[config.mk]
export PLATFORM = sky130hd
export DESIGN_NAME = pipelined_kogge_stone_addsub_flat
export DESIGN_NICKNAME = d
export VERILOG_FILES = /design/src/rtl/pipelined_kogge_stone_addsub_if.sv /design/src/rtl/pipelined_kogge_stone_addsub.sv /design/src/flat_wrapper.sv
export SDC_FILE = /design/constraint.sdc
export NUM_CORES = 1
export LEC_CHECK = 0
export BUFFER_PORTS_ARGS = -buffer_cell sky130_fd_sc_hd__buf_2
export CELL_PAD_IN_SITES_DETAIL_PLACEMENT = 1
export CELL_PAD_IN_SITES_GLOBAL_PLACEMENT = 1
export CORE_MARGIN = 2
export CORE_UTILIZATION = 46
export CTS_BUF_LIST = sky130_fd_sc_hd__clkbuf_16
export DETAILED_ROUTE_END_ITERATION = 7
export PLACE_DENSITY_LB_ADDON = 0.1
export SLEW_MARGIN = 5
export SYNTH_ARGS = -nofsm -noshare
export SYNTH_HDL_FRONTEND = slang
export SYNTH_SLANG_ARGS = --single-unit
[constraint.sdc]
create_clock -name clk -period 2.45 [get_ports clk]
set_input_delay 0.3675 -clock clk [delete_from_list [all_inputs] [get_ports clk]]
set_output_delay 0.3675 -clock clk [all_outputs]
set_load 0.1 [all_outputs]
[src/rtl/pipelined_kogge_stone_addsub_if.sv]
// Purpose: operand/result bundle for the pipelined Kogge-Stone adder/subtractor.
// Latency: none; wires only.
// Backpressure: in_valid/in_ready on the operand side, out_valid/out_ready on the result side.
interface pipelined_kogge_stone_addsub_if #(
  parameter int WIDTH = 16
);
  logic             in_valid;
  logic             in_ready;
  logic [WIDTH-1:0] a;
  logic [WIDTH-1:0] b;
  logic             cin;
  logic             sub;
  logic             out_valid;
  logic             out_ready;
  logic [WIDTH-1:0] sum;
  logic             cout;
  logic             ovf;
  logic             zero;

  // Producer/consumer side of the block.
  modport master (
    output in_valid, a, b, cin, sub, out_ready,
    input  in_ready, out_valid, sum, cout, ovf, zero
  );

  // The adder itself.
  modport slave (
    input  in_valid, a, b, cin, sub, out_ready,
    output in_ready, out_valid, sum, cout, ovf, zero
  );
endinterface

[src/rtl/pipelined_kogge_stone_addsub.sv]
// Purpose: WIDTH-bit add/subtract with carry/borrow-in and cout/ovf/zero flags, Kogge-Stone prefix tree.
// Latency: LOG2W+2 cycles (input stage, one register per prefix level, output stage); 1 op/cycle.
// Backpressure: one global enable (~out_valid | out_ready) freezes every stage; in_ready equals that enable.
module pipelined_kogge_stone_addsub #(
  parameter int WIDTH = 16,
  parameter int LOG2W = 4
) (
  input  logic                          clk,
  input  logic                          reset,
  pipelined_kogge_stone_addsub_if.slave bus
);

  if (((1 << LOG2W) != WIDTH) || (LOG2W < 2) || (LOG2W > 6)) begin : g_bad_param
    $error("pipelined_kogge_stone_addsub: WIDTH must be 2**LOG2W with WIDTH in 4..64");
  end

  // Prefix positions run 0..WIDTH: position 0 carries c0 as a pure generate
  // (p=0), position k+1 holds bit k. Index 0 of each array is the input stage,
  // index l is the result of prefix level l (span 2**(l-1)).
  logic             en;
  logic [WIDTH:0]   g_q  [LOG2W+1];
  logic [WIDTH:0]   p_q  [LOG2W+1];
  logic [WIDTH:0]   g_d  [LOG2W+1];
  logic [WIDTH:0]   p_d  [LOG2W+1];
  logic [WIDTH-1:0] hs_q [LOG2W+1];
  logic [WIDTH-1:0] hs_d [LOG2W+1];
  logic [LOG2W:0]   vld_q;
  logic [LOG2W:0]   vld_d;

  logic [WIDTH-1:0] bx;
  logic             c0;

  logic [WIDTH-1:0] carry;
  logic [WIDTH-1:0] sum_d;
  logic             cout_d;
  logic             ovf_d;
  logic             zero_d;

  logic [WIDTH-1:0] sum_q;
  logic             cout_q;
  logic             ovf_q;
  logic             zero_q;
  logic             out_vld_q;

  // Only the top bit of the last level's propagate feeds the carry-out fold.
  logic             unused_p;
  assign unused_p = ^p_q[LOG2W][WIDTH-1:0];

  assign en           = ~out_vld_q | bus.out_ready;
  assign bus.in_ready = en;

  // Input stage: conditional inversion of b for subtract and per-bit generate/propagate.
  always_comb begin
    bx       = bus.b ^ {WIDTH{bus.sub}};
    c0       = bus.cin ^ bus.sub;
    g_d[0]   = {bus.a & bx, c0};
    p_d[0]   = {bus.a ^ bx, 1'b0};
    hs_d[0]  = bus.a ^ bx;
  end

  // Prefix levels: each position combines with the one 'span' below it;
  // positions below span have no partner and pass through unchanged
  // (shifted-in zeros for g and ones for p make the operator an identity).
  for (genvar l = 1; l <= LOG2W; l++) begin : g_level
    localparam int SPAN = 1 << (l - 1);
    assign g_d[l]  = g_q[l-1] | (p_q[l-1] & {g_q[l-1][WIDTH-SPAN:0], {SPAN{1'b0}}});
    assign p_d[l]  = p_q[l-1] & {p_q[l-1][WIDTH-SPAN:0], {SPAN{1'b1}}};
    assign hs_d[l] = hs_q[l-1];
  end

  assign vld_d = {vld_q[LOG2W-1:0], bus.in_valid};

  // Output stage combinational: after LOG2W levels every position below WIDTH
  // already spans down to position 0, so its group generate is the carry into
  // that bit. Position WIDTH spans only 1..WIDTH and needs c0 folded in once more.
  always_comb begin
    carry  = g_q[LOG2W][WIDTH-1:0];
    sum_d  = hs_q[LOG2W] ^ carry;
    cout_d = g_q[LOG2W][WIDTH] | (p_q[LOG2W][WIDTH] & g_q[LOG2W][0]);
    ovf_d  = cout_d ^ carry[WIDTH-1];
    zero_d = ~|sum_d;
  end

  // Datapath stage registers: advance with the global enable, no reset needed.
  always_ff @(posedge clk) begin
    if (en) begin
      for (int l = 0; l <= LOG2W; l++) begin
        g_q[l]  <= g_d[l];
        p_q[l]  <= p_d[l];
        hs_q[l] <= hs_d[l];
      end
    end
  end

  // Valid bits and output registers: cleared by reset; outputs only load from a
  // valid stage so stale or uninitialised datapath contents never appear.
  always_ff @(posedge clk) begin
    if (reset) begin
      vld_q     <= '0;
      out_vld_q <= 1'b0;
      sum_q     <= '0;
      cout_q    <= 1'b0;
      ovf_q     <= 1'b0;
      zero_q    <= 1'b0;
    end else if (en) begin
      vld_q     <= vld_d;
      out_vld_q <= vld_q[LOG2W];
      if (vld_q[LOG2W]) begin
        sum_q  <= sum_d;
        cout_q <= cout_d;
        ovf_q  <= ovf_d;
        zero_q <= zero_d;
      end
    end
  end

  assign bus.out_valid = out_vld_q;
  assign bus.sum       = sum_q;
  assign bus.cout      = cout_q;
  assign bus.ovf       = ovf_q;
  assign bus.zero      = zero_q;

endmodule

[src/flat_wrapper.sv]
// flat-port wrapper written by rule: the top's interface ports become plain ports
module pipelined_kogge_stone_addsub_flat 
#(
  parameter int WIDTH = 16,
  parameter int LOG2W = 4
)
  (clk, reset, bus_in_valid, bus_a, bus_b, bus_cin, bus_sub, bus_out_ready, bus_in_ready, bus_out_valid, bus_sum, bus_cout, bus_ovf, bus_zero);
  pipelined_kogge_stone_addsub_if #(.WIDTH(WIDTH)) bus_i ();
  input  logic clk;
  input  logic reset;
  input wire logic [$bits(bus_i.in_valid)-1:0] bus_in_valid;
  input wire logic [$bits(bus_i.a)-1:0] bus_a;
  input wire logic [$bits(bus_i.b)-1:0] bus_b;
  input wire logic [$bits(bus_i.cin)-1:0] bus_cin;
  input wire logic [$bits(bus_i.sub)-1:0] bus_sub;
  input wire logic [$bits(bus_i.out_ready)-1:0] bus_out_ready;
  output wire logic [$bits(bus_i.in_ready)-1:0] bus_in_ready;
  output wire logic [$bits(bus_i.out_valid)-1:0] bus_out_valid;
  output wire logic [$bits(bus_i.sum)-1:0] bus_sum;
  output wire logic [$bits(bus_i.cout)-1:0] bus_cout;
  output wire logic [$bits(bus_i.ovf)-1:0] bus_ovf;
  output wire logic [$bits(bus_i.zero)-1:0] bus_zero;
  assign bus_i.in_valid = bus_in_valid;
  assign bus_i.a = bus_a;
  assign bus_i.b = bus_b;
  assign bus_i.cin = bus_cin;
  assign bus_i.sub = bus_sub;
  assign bus_i.out_ready = bus_out_ready;
  assign bus_in_ready = bus_i.in_ready;
  assign bus_out_valid = bus_i.out_valid;
  assign bus_sum = bus_i.sum;
  assign bus_cout = bus_i.cout;
  assign bus_ovf = bus_i.ovf;
  assign bus_zero = bus_i.zero;
  pipelined_kogge_stone_addsub #(.WIDTH(WIDTH), .LOG2W(LOG2W)) u_core (.clk(clk), .reset(reset), .bus(bus_i));
endmodule
==> results.rst, run 1 <==
.. list-table::
   :header-rows: 1

   * - Metric
     - Value
   * - Status
     - complete, no violations
   * - Critical path class
     - reg2out
   * - Number of antenna violations at the first check in global routing
     - 0
   * - Clock sink count
     - between 200 and 250
   * - Number of buffers added on ports
     - 58
   * - Antenna fix cells
     - 0
   * - Finished layout cell area
     - roughly 9600 um2
   * - Number of hold buffers added after CTS
     - 0
   * - Highest cell delay on the worst timing path
     - about 0.32 ns
   * - Unrepaired setup endpoints after global routing
     - no
   * - Total negative slack for setup checks
     - 0 ns
   * - Final cycle utilization of the critical path
     - between 80% and 90%
   * - Drt wl/cell
     - 16.8 um
   * - Pin count of the biggest net entering global routing
     - approximately 70
   * - Critical path startpoint category
     - flip-flop
   * - CP Max Fanout
     - 71
   * - Max_slew headroom
     - about 58%
   * - Measured slew at the worst slew-check pin
     - 0.632 ns
   * - Crit path capture type
     - output pin
   * - Final core utilization
     - approximately 55%
   * - Power per Cell Area
     - roughly 940 nW/um2
   * - Overall die area
     - 19,000 um2
   * - Number of buffers between clock root and the deepest sink
     - 3
   * - Number of design rule violations left after detail routing
     - 0
   * - Static Leak
     - approximately 4 nW
   * - Peak supply drop
     - ~0.00047 V
   * - Syn_area_per_cell
     - approximately 19 um2
   * - DP HPWL
     - between 8 and 9 mm
   * - Count of yosys warnings during synthesis
     - 0
   * - Slowest stage cell on the critical path
     - sky130_fd_sc_hd__dfxtp_2
   * - Post-DP Area
     - ~8800 um2
   * - Num ports
     - 59
   * - Total of flip-flops plus latches after synthesis
     - 228
   * - H-tree level count
     - 1
   * - Wire length after detailed routing
     - 12.8 mm
   * - FP Rows
     - 48
   * - Count of mapped cells out of synthesis
     - 443
   * - Required time of the critical path
     - about 2.1 ns
   * - Clock tree root buffer cell
     - sky130_fd_sc_hd__clkbuf_16
   * - Die Width
     - about 140 um
   * - Number of buffers inserted during clock tree synthesis
     - 24
   * - Sequential element share of the synthesized area
     - between 70% and 80%
   * - Max Freq
     - slightly above 500 MHz
   * - Count of final max-slew check failures
     - 0
   * - CP arrival
     - roughly 1.6 ns
   * - Final Critical Period
     - a little under 2 ns
   * - Vias in the first global route
     - 3,990
   * - Placed cell count
     - about 700
   * - Number of nets in the finished design
     - approximately 580
   * - Type of the most critical hold path
     - in2reg
   * - Average via count per standard cell
     - between 4 and 5
   * - Worst R2R Setup Slack
     - ~0.76 ns
   * - All-layer global routing usage
     - between 10% and 20%
   * - Wire length of the first global-routing pass
     - 20.7 mm
   * - Max cap viols
     - 0
   * - Number of instances resized during post-cts repair
     - 0
   * - Number of setup violations in the final report
     - 0
   * - Clock tree from TritonCTS
     - built
   * - Routed vias
     - between 3,000 and 4,000
   * - GP Congestion
     - around 0.7
   * - Fraction of final layout cells sized beyond drive strength 1
     - 21.9%
   * - Vertical extent of the die
     - approximately 140 um
   * - Critical path, cell by cell
     - nor2b_4 -> inv_12 -> buf_12
   * - Total setup buffers inserted after CTS
     - 0
   * - Post-synthesis cell type count
     - 24
   * - Post-Synthesis Cell Area
     - roughly 8200 um2
   * - Overflow after GRT
     - 0
   * - Count of endpoints failing hold in the final timing report
     - 0
   * - Non-filler cells in the finished layout
     - around 770
   * - Clock input transition at the sequential cells of the worst setup and hold paths
     - about 0.060 ns
   * - Initial core utilization
     - a little under half
   * - Latest clock arrival within the worst-skew pair
     - around 0.5 ns
   * - Iter 0 DRT Violations
     - about 200
   * - Remaining antenna violation count after routing
     - 0
   * - DRT Pass-1 Iters
     - 4
   * - Core region area
     - 17,400 um2
   * - Post-synthesis net count
     - 497
   * - Setup skew after layout
     - 0.00853 ns
   * - Layout Area Growth over Synthesis
     - 16.2%
[stage by stage]
stage / hold WS, ns / total power (W) / setup WS, ns
2_1_floorplan: 0.400 / 0.00543 / 0.210
3_3_place_gp: 0.401 / 0.00567 / 0.715
3_5_place_dp: 0.406 / 0.00570 / 0.641
4_1_cts: 0.0915 / 0.00917 / 0.433
5_1_grt: 0.114 / 0.00940 / 0.362
6_report: 0.113 / 0.00904 / 0.466
[worst max-delay path: cells and delay by family, from the launching register on]
kind                   cells  cell delay, ns
and+or+nand+nor            1            0.31
DFF                        1            0.32
buffers and inverters      2            0.43
[final timing paths]
path / endpoint / cells past startpoint / start
setup / recovery: bus_in_ready / 3 / u_core.bus.out_valid
hold / removal: u_core.vld_q[0] / 3 / bus_in_valid
setup reg to reg: u_core.bus.sum[12] / 5 / u_core.bus.out_valid
hold reg to reg: u_core.hs_q[0][71] / 0 / u_core.hs_q[0][55]
[synthesized netlist by cell type]
library cell	instances	area [um2]
sky130_fd_sc_hd__edfxtp_1	203	6100
sky130_fd_sc_hd__a21o_1	53	398
sky130_fd_sc_hd__and2_1	38	238
sky130_fd_sc_hd__dfxtp_1	25	500
sky130_fd_sc_hd__nor2_1	20	75.1
sky130_fd_sc_hd__xor2_1	18	158
sky130_fd_sc_hd__a211oi_2	16	200
sky130_fd_sc_hd__ha_1	16	200
sky130_fd_sc_hd__xnor2_1	16	140
sky130_fd_sc_hd__nand2_1	10	37.5
sky130_fd_sc_hd__a21oi_1	6	30.0
sky130_fd_sc_hd__buf_6	3	33.8
sky130_fd_sc_hd__clkbuf_1	3	11.3
sky130_fd_sc_hd__nand4_1	3	18.8
sky130_fd_sc_hd__buf_2	2	10.0
sky130_fd_sc_hd__mux2i_1	2	20.0
sky130_fd_sc_hd__nor3_1	2	10.0
sky130_fd_sc_hd__a31o_1	1	8.76
sky130_fd_sc_hd__and2_4	1	8.76
sky130_fd_sc_hd__buf_12	1	20.0
sky130_fd_sc_hd__inv_4	1	6.26
sky130_fd_sc_hd__nand3_1	1	5.00
sky130_fd_sc_hd__nor2b_4	1	13.8
sky130_fd_sc_hd__nor3b_1	1	7.51
[placed cells by master (no fill, tap or decap), types with 6 or more instances in the layout]
master,instances
sky130_fd_sc_hd__nand2_1,10
sky130_fd_sc_hd__a21oi_1,6
sky130_fd_sc_hd__xnor2_1,16
sky130_fd_sc_hd__edfxtp_1,203
sky130_fd_sc_hd__clkbuf_16,25
sky130_fd_sc_hd__ha_1,16
sky130_fd_sc_hd__xor2_1,18
sky130_fd_sc_hd__a211oi_2,16
sky130_fd_sc_hd__a21o_1,53
sky130_fd_sc_hd__buf_2,57
sky130_fd_sc_hd__dfxtp_1,24
sky130_fd_sc_hd__nor2_1,20
sky130_fd_sc_hd__and2_1,38
[routing by layer]
metal | GRT usage (%) | vias to the layer above | part of all wire [%]
li1 | - | 1831 | -
met4 | 4.99 | 0 | 2.0
met5 | 0 | - | 0
met1 | 18.2 | 1786 | 45
met3 | 2.78 | 24 | 4.5
met2 | 24.0 | 83 | 49
[sequential cells by signal, summed over array words and instances, names as in the netlist]
name / flops
u_core.bus.out_valid: 1
u_core.g_q: 85
u_core.bus.cout: 1
u_core.bus.sum: 16
u_core.p_q: 38
u_core.vld_q: 5
u_core.bus.zero: 1
u_core.hs_q: 80
u_core.bus.ovf: 1
[kinds of logic after synthesis]
| kind of cell | synth area share (%) |
|---|---|
| buffers and inverters | 0.986 |
| multiplexers | 0.243 |
| flip-flops | 80.0 |
| adder cells (fa/ha/maj) | 2.43 |
| AND/OR/NAND/NOR | 5.02 |
| AO/OA/AOI/OAI | 7.72 |
| XOR/XNOR | 3.61 |
[power by group]
group          switching, W  internal, W  leakage, nW
sequential         0.000276      0.00485         2.44
combinational      0.000242     0.000237         1.14
clock               0.00139      0.00205        0.404
[area by class of cell]
class,count,area [um2]
Clock buffer,25,626
Clock inverter,19,133
Fill cell,1604,7830
Inverter,1,16.3
Multi-Input combinational cell,205,1570
Sequential cell,228,6600
Tap cell,225,282
Timing Repair Buffer,62,360
Note: power is estimated with default switching activity, not from simulation.
==> run 2: changes to the inputs <==
- CORE_UTILIZATION: 46 -> 50
- clock period: 2.45 -> 1.95 ns (I/O delays scaled with it)
==> results.rst, run 2 (same netlist as run 1, synthesis figures left out) <==
.. list-table::
   :header-rows: 1

   * - Metric
     - Value
   * - Register with the most flip-flops
     - u_core.g_q
   * - Vertical extent of the die
     - about 130 um
   * - Type of the most critical hold path
     - in2reg
   * - Peak supply drop
     - roughly 0.00074 V
   * - Launch instance of the worst register-to-register path
     - u_core.bus.out_valid
   * - Antenna fix cells
     - 0
   * - Static Leak
     - between 4 and 5 nW
   * - Crit path capture type
     - output pin
   * - Final Power
     - 0.0115 W
   * - DRT Pass-1 Iters
     - 4
   * - All-layer global routing usage
     - between 10% and 20%
   * - Average via count per standard cell
     - about 5.0
   * - Vias in the first global route
     - 4,085
   * - Status
     - complete, no violations
   * - GP Congestion
     - 0.739
   * - Final cycle utilization of the critical path
     - between 90% and 100%
   * - Number of buffers between clock root and the deepest sink
     - 3
   * - Measured slew at the worst slew-check pin
     - around 0.55 ns
   * - Internal power
     - between 0.009 and 0.01 W
   * - Setup slack after placement
     - 0.241 ns
   * - Fraction of final layout cells sized beyond drive strength 1
     - between 20% and 30%
   * - Unrepaired setup endpoints after global routing
     - no
   * - Max Freq
     - approximately 560 MHz
   * - Final Critical Period
     - about 1.8 ns
   * - Number of buffers added on ports
     - between 50 and 60
   * - Number of buffers inserted during clock tree synthesis
     - 24
   * - Final setup slack of the worst path
     - roughly 0.15 ns
   * - Critical path class
     - reg2out
   * - Final worst hold slack
     - roughly 0.046 ns
   * - Num ports
     - 59
   * - Startpoint of the lowest-slack hold path
     - bus_in_valid
   * - Number of antenna violations at the first check in global routing
     - 0
   * - Count of final max-slew check failures
     - 0
   * - Number of fillers in the final layout
     - between 1,000 and 1,500
   * - Count of endpoints failing hold in the final timing report
     - 0
   * - Die Width
     - 132 um
   * - Core region area
     - around 16,000 um2
   * - Number of hold buffers added after CTS
     - 0
   * - Drt wl/cell
     - 17.7 um
   * - Overflow after GRT
     - 0
   * - CP Max Fanout
     - 48
   * - Iter 0 DRT Violations
     - between 150 and 200
   * - Max_slew headroom
     - a little over three fifths
   * - Layout Area Growth over Synthesis
     - 17.3%
   * - Number of cells on the worst hold path
     - 3
   * - Switching power total
     - 0.00238 W
   * - Final core utilization
     - approximately three fifths
   * - Pin count of the biggest net entering global routing
     - 49
   * - Number of nets in the finished design
     - just under 600
   * - FP Rows
     - 46
   * - Latest clock arrival within the worst-skew pair
     - 0.49 ns
   * - Clock input transition at the sequential cells of the worst setup and hold paths
     - around 0.060 ns
   * - Max cap viols
     - 0
   * - Seq pwr share
     - about 56%
   * - Combinational power share
     - 5.4%
   * - Setup crit start
     - u_core.bus.out_valid
   * - Clock tree from TritonCTS
     - built
   * - Non-filler cells in the finished layout
     - roughly 760
   * - CP arrival
     - ~1.5 ns
   * - Clock sink count
     - 228
   * - Flip-flop and latch area
     - roughly 6600 um2
   * - Initial core utilization
     - 51.5%
   * - Switching part of the total
     - between 20% and 30%
   * - Number of design rule violations left after detail routing
     - 0
   * - Most common cell after layout, fill and taps aside
     - sky130_fd_sc_hd__edfxtp_1
   * - H-tree level count
     - 1
   * - Clock tree root buffer cell
     - sky130_fd_sc_hd__clkbuf_16
   * - Wire length of the first global-routing pass
     - 21.6 mm
   * - Routed vias
     - 3,784
   * - Number of setup violations in the final report
     - 0
   * - Remaining antenna violation count after routing
     - 0
   * - Wire length after detailed routing
     - 13.4 mm
   * - Critical path startpoint category
     - flip-flop
   * - Required time of the critical path
     - 1.66 ns
   * - Power per Cell Area
     - ~1200 nW/um2
   * - Leading cell types in the layout, fill and taps excluded
     - sky130_fd_sc_hd__edfxtp_1, sky130_fd_sc_hd__buf_2, sky130_fd_sc_hd__a21o_1
   * - Placed cell count
     - roughly 720
   * - Setup skew after layout
     - around 0.0055 ns
   * - DP HPWL
     - 9.22 mm
   * - Reg2reg path depth
     - 6
   * - Largest registers ranked by flip-flop count
     - u_core.g_q (85), u_core.hs_q (80), u_core.p_q (38)
   * - Multi-input combinational cell area
     - approximately 1600 um2
   * - Clock power share
     - a little under two fifths
   * - Flip-flop count of the largest register after layout
     - 85
   * - Overall die area
     - ~18,000 um2
run 2: cell count changes in the layout (fill, tap and decap cells not counted), sizes merged:
| cell | change |
|---|---|
| bufinv | +1 |
| inv | -1 |
| buf | +6 |
| clkinvlp | +1 |
| clkinv | -4 |
run 2: per-stage QoR:
step / instance area, um2 / TNS (ns)
5_1_grt: 9670 / 0
3_3_place_gp: 8870 / 0
6_report: 9670 / 0
3_5_place_dp: 8870 / 0
2_1_floorplan: 8310 / -1.19
4_1_cts: 9640 / 0
run 2: final cells by class:
class,count,area share (%)
Sequential cell,228,68.2
Clock inverter,16,1.49
Inverter,1,0.207
Timing Repair Buffer,68,4.19
Clock buffer,25,6.47
Multi-Input combinational cell,205,16.6
Tap cell,216,2.79
run 2: path summary, 6_finish.rpt:
| check | to | slack [ns] |
|---|---|---|
| max | bus_in_ready | 0.15 |
| min | u_core.vld_q[0] | 0.05 |
| max reg2reg | u_core.bus.cout | 0.18 |
| min reg2reg | u_core.hs_q[0][32] | 0.42 |
run 2: worst max-delay path: stages, from the launching register on:
cell and delay, ns:
sky130_fd_sc_hd__dfxtp_4 0.34, sky130_fd_sc_hd__nor2b_4 0.12, sky130_fd_sc_hd__buf_12 0.13, sky130_fd_sc_hd__inv_16 0.17, sky130_fd_sc_hd__buf_12 0.21
run 2: per-layer routing:
metal	share of wire, %	track usage, %
met5	0	0
met4	2.5	5.20
met3	3.9	2.80
met2	51	26.5
met1	43	20.3
run 2: what timing repair did:
action,CTS,global route
endpoints found under the setup margin,0,1
buffers inserted,0,3
resized for setup,0,0
run 2: power by group through the flow:
stage | Sequential (W) | Combinational, W | Clock, W
final | 0.00646 | 0.000617 | 0.00439
after global routing | 0.00652 | 0.000686 | 0.00469
after CTS | 0.00648 | 0.000629 | 0.00450
after detailed placement | 0.00658 | 0.000615 | 0
after global placement | 0.00652 | 0.000592 | 0
after floorplan | 0.00641 | 0.000422 | 0
==> run 3: changes to the inputs <==
- PLACE_DENSITY_LB_ADDON: 0.1 -> 0.05
==> results.rst, run 3 (same netlist as run 1, synthesis figures left out) <==
.. list-table::
   :header-rows: 1

   * - Metric
     - Value
   * - Setup slack after placement
     - roughly 0.25 ns
   * - H-tree level count
     - 1
   * - Final Critical Period
     - between 1.5 and 2 ns
   * - Clock tree root buffer cell
     - sky130_fd_sc_hd__clkbuf_16
   * - Core region area
     - roughly 16,000 um2
   * - FP Rows
     - 46
   * - Static Leak
     - around 4 nW
   * - Most common cell after layout, fill and taps aside
     - sky130_fd_sc_hd__edfxtp_1
   * - Worst R2R Setup Slack
     - between 0.15 and 0.2 ns
   * - Layout Area Growth over Synthesis
     - 16.6%
   * - Status
     - complete, no violations
   * - Latest clock arrival within the worst-skew pair
     - 0.50 ns
   * - Wire length after detailed routing
     - 13.0 mm
   * - Required time of the critical path
     - between 1.5 and 2 ns
   * - Antenna fix cells
     - 0
   * - Highest cell delay on the worst timing path
     - roughly 0.34 ns
   * - Measured slew at the worst slew-check pin
     - between 0.5 and 0.6 ns
   * - Clock tree from TritonCTS
     - built
   * - CP delay by family, top
     - buffers and inverters
   * - Number of buffers added on ports
     - 58
   * - Count of final max-slew check failures
     - 0
   * - Leading cell types in the layout, fill and taps excluded
     - sky130_fd_sc_hd__edfxtp_1, sky130_fd_sc_hd__buf_2, sky130_fd_sc_hd__a21o_1
   * - DRT Pass-1 Iters
     - 4
   * - Pin count of the biggest net entering global routing
     - between 50 and 60
   * - Power per Cell Area
     - 1170 nW/um2
   * - Total negative slack for setup checks
     - 0 ns
   * - Post-DP Area
     - 8850 um2
   * - Number of nets in the finished design
     - around 580
   * - Critical path class
     - reg2out
   * - Overflow after GRT
     - 0
   * - Overall die area
     - ~18,000 um2
   * - Number of cells on the worst hold path
     - 3
   * - Final worst hold slack
     - between 0.04 and 0.05 ns
   * - Number of setup violations in the final report
     - 0
   * - Non-filler cells in the finished layout
     - 760
   * - Number of antenna violations at the first check in global routing
     - 0
   * - Number of buffers between clock root and the deepest sink
     - 3
   * - DP HPWL
     - 8.64 mm
   * - Setup crit start
     - u_core.bus.out_valid
   * - Initial core utilization
     - slightly above 50%
   * - Wire length of the first global-routing pass
     - roughly 21 mm
   * - Critical path startpoint category
     - flip-flop
   * - Routed vias
     - ~3,700
   * - Clock sink count
     - 228
   * - Num ports
     - 59
   * - Reg2reg path depth
     - 6
   * - Endpoint of the most critical register-to-register path
     - u_core.bus.sum[11]
   * - Critical path, cell by cell
     - nor2b_4 -> buf_12 -> inv_16 -> buf_12
   * - Final setup slack of the worst path
     - 0.124 ns
   * - Vias in the first global route
     - about 4,000
   * - Capture point of the worst path
     - bus_in_ready
   * - Flip-flop count of the largest register after layout
     - 85
   * - Clock input transition at the sequential cells of the worst setup and hold paths
     - approximately 0.06 ns
   * - Max_slew headroom
     - approximately 64%
   * - Placed cell count
     - roughly 710
   * - Setup skew after layout
     - slightly below 0.006 ns
   * - Fraction of final layout cells sized beyond drive strength 1
     - between 20% and 30%
   * - Total buffers and inverters traversed by the critical path
     - 3
   * - Number of design rule violations left after detail routing
     - 0
   * - Number of buffers inserted during clock tree synthesis
     - 24
   * - Slowest stage cell on the critical path
     - sky130_fd_sc_hd__dfxtp_4
   * - Peak supply drop
     - ~0.00075 V
   * - Number of stages on the worst setup path
     - 4
   * - Final cycle utilization of the critical path
     - 93.7%
   * - Average via count per standard cell
     - 4.93
   * - Die Width
     - 132 um
   * - Remaining antenna violation count after routing
     - 0
   * - CP arrival
     - 1.53 ns
   * - Iter 0 DRT Violations
     - ~170
   * - Register with the most flip-flops
     - u_core.g_q
   * - Unrepaired setup endpoints after global routing
     - no
   * - Max Freq
     - 548 MHz
   * - Max cap viols
     - 0
   * - CP Max Fanout
     - 55
   * - Largest registers ranked by flip-flop count
     - u_core.g_q (85), u_core.hs_q (80), u_core.p_q (38)
   * - Launch instance of the worst register-to-register path
     - u_core.bus.out_valid
   * - Count of endpoints failing hold in the final timing report
     - 0
   * - Vertical extent of the die
     - 132 um
   * - Most common cell on crit path
     - sky130_fd_sc_hd__buf_12
   * - Crit path capture type
     - output pin
   * - Drt wl/cell
     - 17.2 um
   * - GP Congestion
     - about 0.74
   * - All-layer global routing usage
     - between 15 and 20%
   * - Startpoint of the lowest-slack hold path
     - bus_in_valid
   * - Type of the most critical hold path
     - in2reg
   * - Finished layout cell area
     - 9620 um2
==> run 3: metal layers <==
| layer | share of wire (%) | track usage [%] |
|---|---|---|
| met3 | 4.2 | 3.07 |
| met1 | 43 | 19.4 |
| met2 | 50 | 26.1 |
| met5 | 0 | 0 |
| met4 | 2.2 | 4.72 |
==> run 3: worst register-to-register path, cell delays in order, from the launching register on <==
cell                      delay [ns]
sky130_fd_sc_hd__dfxtp_4        0.34
sky130_fd_sc_hd__nor2b_4        0.13
sky130_fd_sc_hd__buf_12         0.14
sky130_fd_sc_hd__inv_16         0.17
sky130_fd_sc_hd__and2_4         0.56
sky130_fd_sc_hd__mux2i_1        0.25
sky130_fd_sc_hd__nor2_1         0.05
==> run 3: through the flow <==
step / power (W) / util (%)
2_1_floorplan: 0.00683 / -
3_3_place_gp: 0.00711 / 55.3
3_5_place_dp: 0.00717 / 55.3
4_1_cts: 0.0114 / 59.9
5_1_grt: 0.0117 / 60.1
6_report: 0.0112 / 60.1
==> run 3: what timing repair did <==
action,in CTS,in global routing
setup buffers,0,3
gates resized for setup,0,0
hold buffers,0,0
endpoints found under the setup margin,0,1
==> run 3: final cells by class <==
type	instances	area (um2)
clock buffers	25	626
clock inverters	18	108
fillers	1438	6380
inverters	1	20.0
multi-input cells	205	1610
flip-flops and latches	228	6600
well taps	216	270
repair buffers	67	385
==> run 3: worst min path at each step <==
stage / to / slack (ns)
after global routing: u_core.vld_q[0] / 0.06
final: u_core.vld_q[0] / 0.04
after global placement: u_core.hs_q[0][59] / 0.41
after floorplan: u_core.hs_q[0][32] / 0.40
after CTS: u_core.vld_q[0] / 0.02
after detailed placement: u_core.hs_q[0][72] / 0.41
==> run 3: power breakdown <==
group          switching (W)  internal (W)
Sequential          0.000352       0.00609
Clock                0.00171       0.00244
Combinational       0.000307      0.000301
Total                0.00237       0.00883
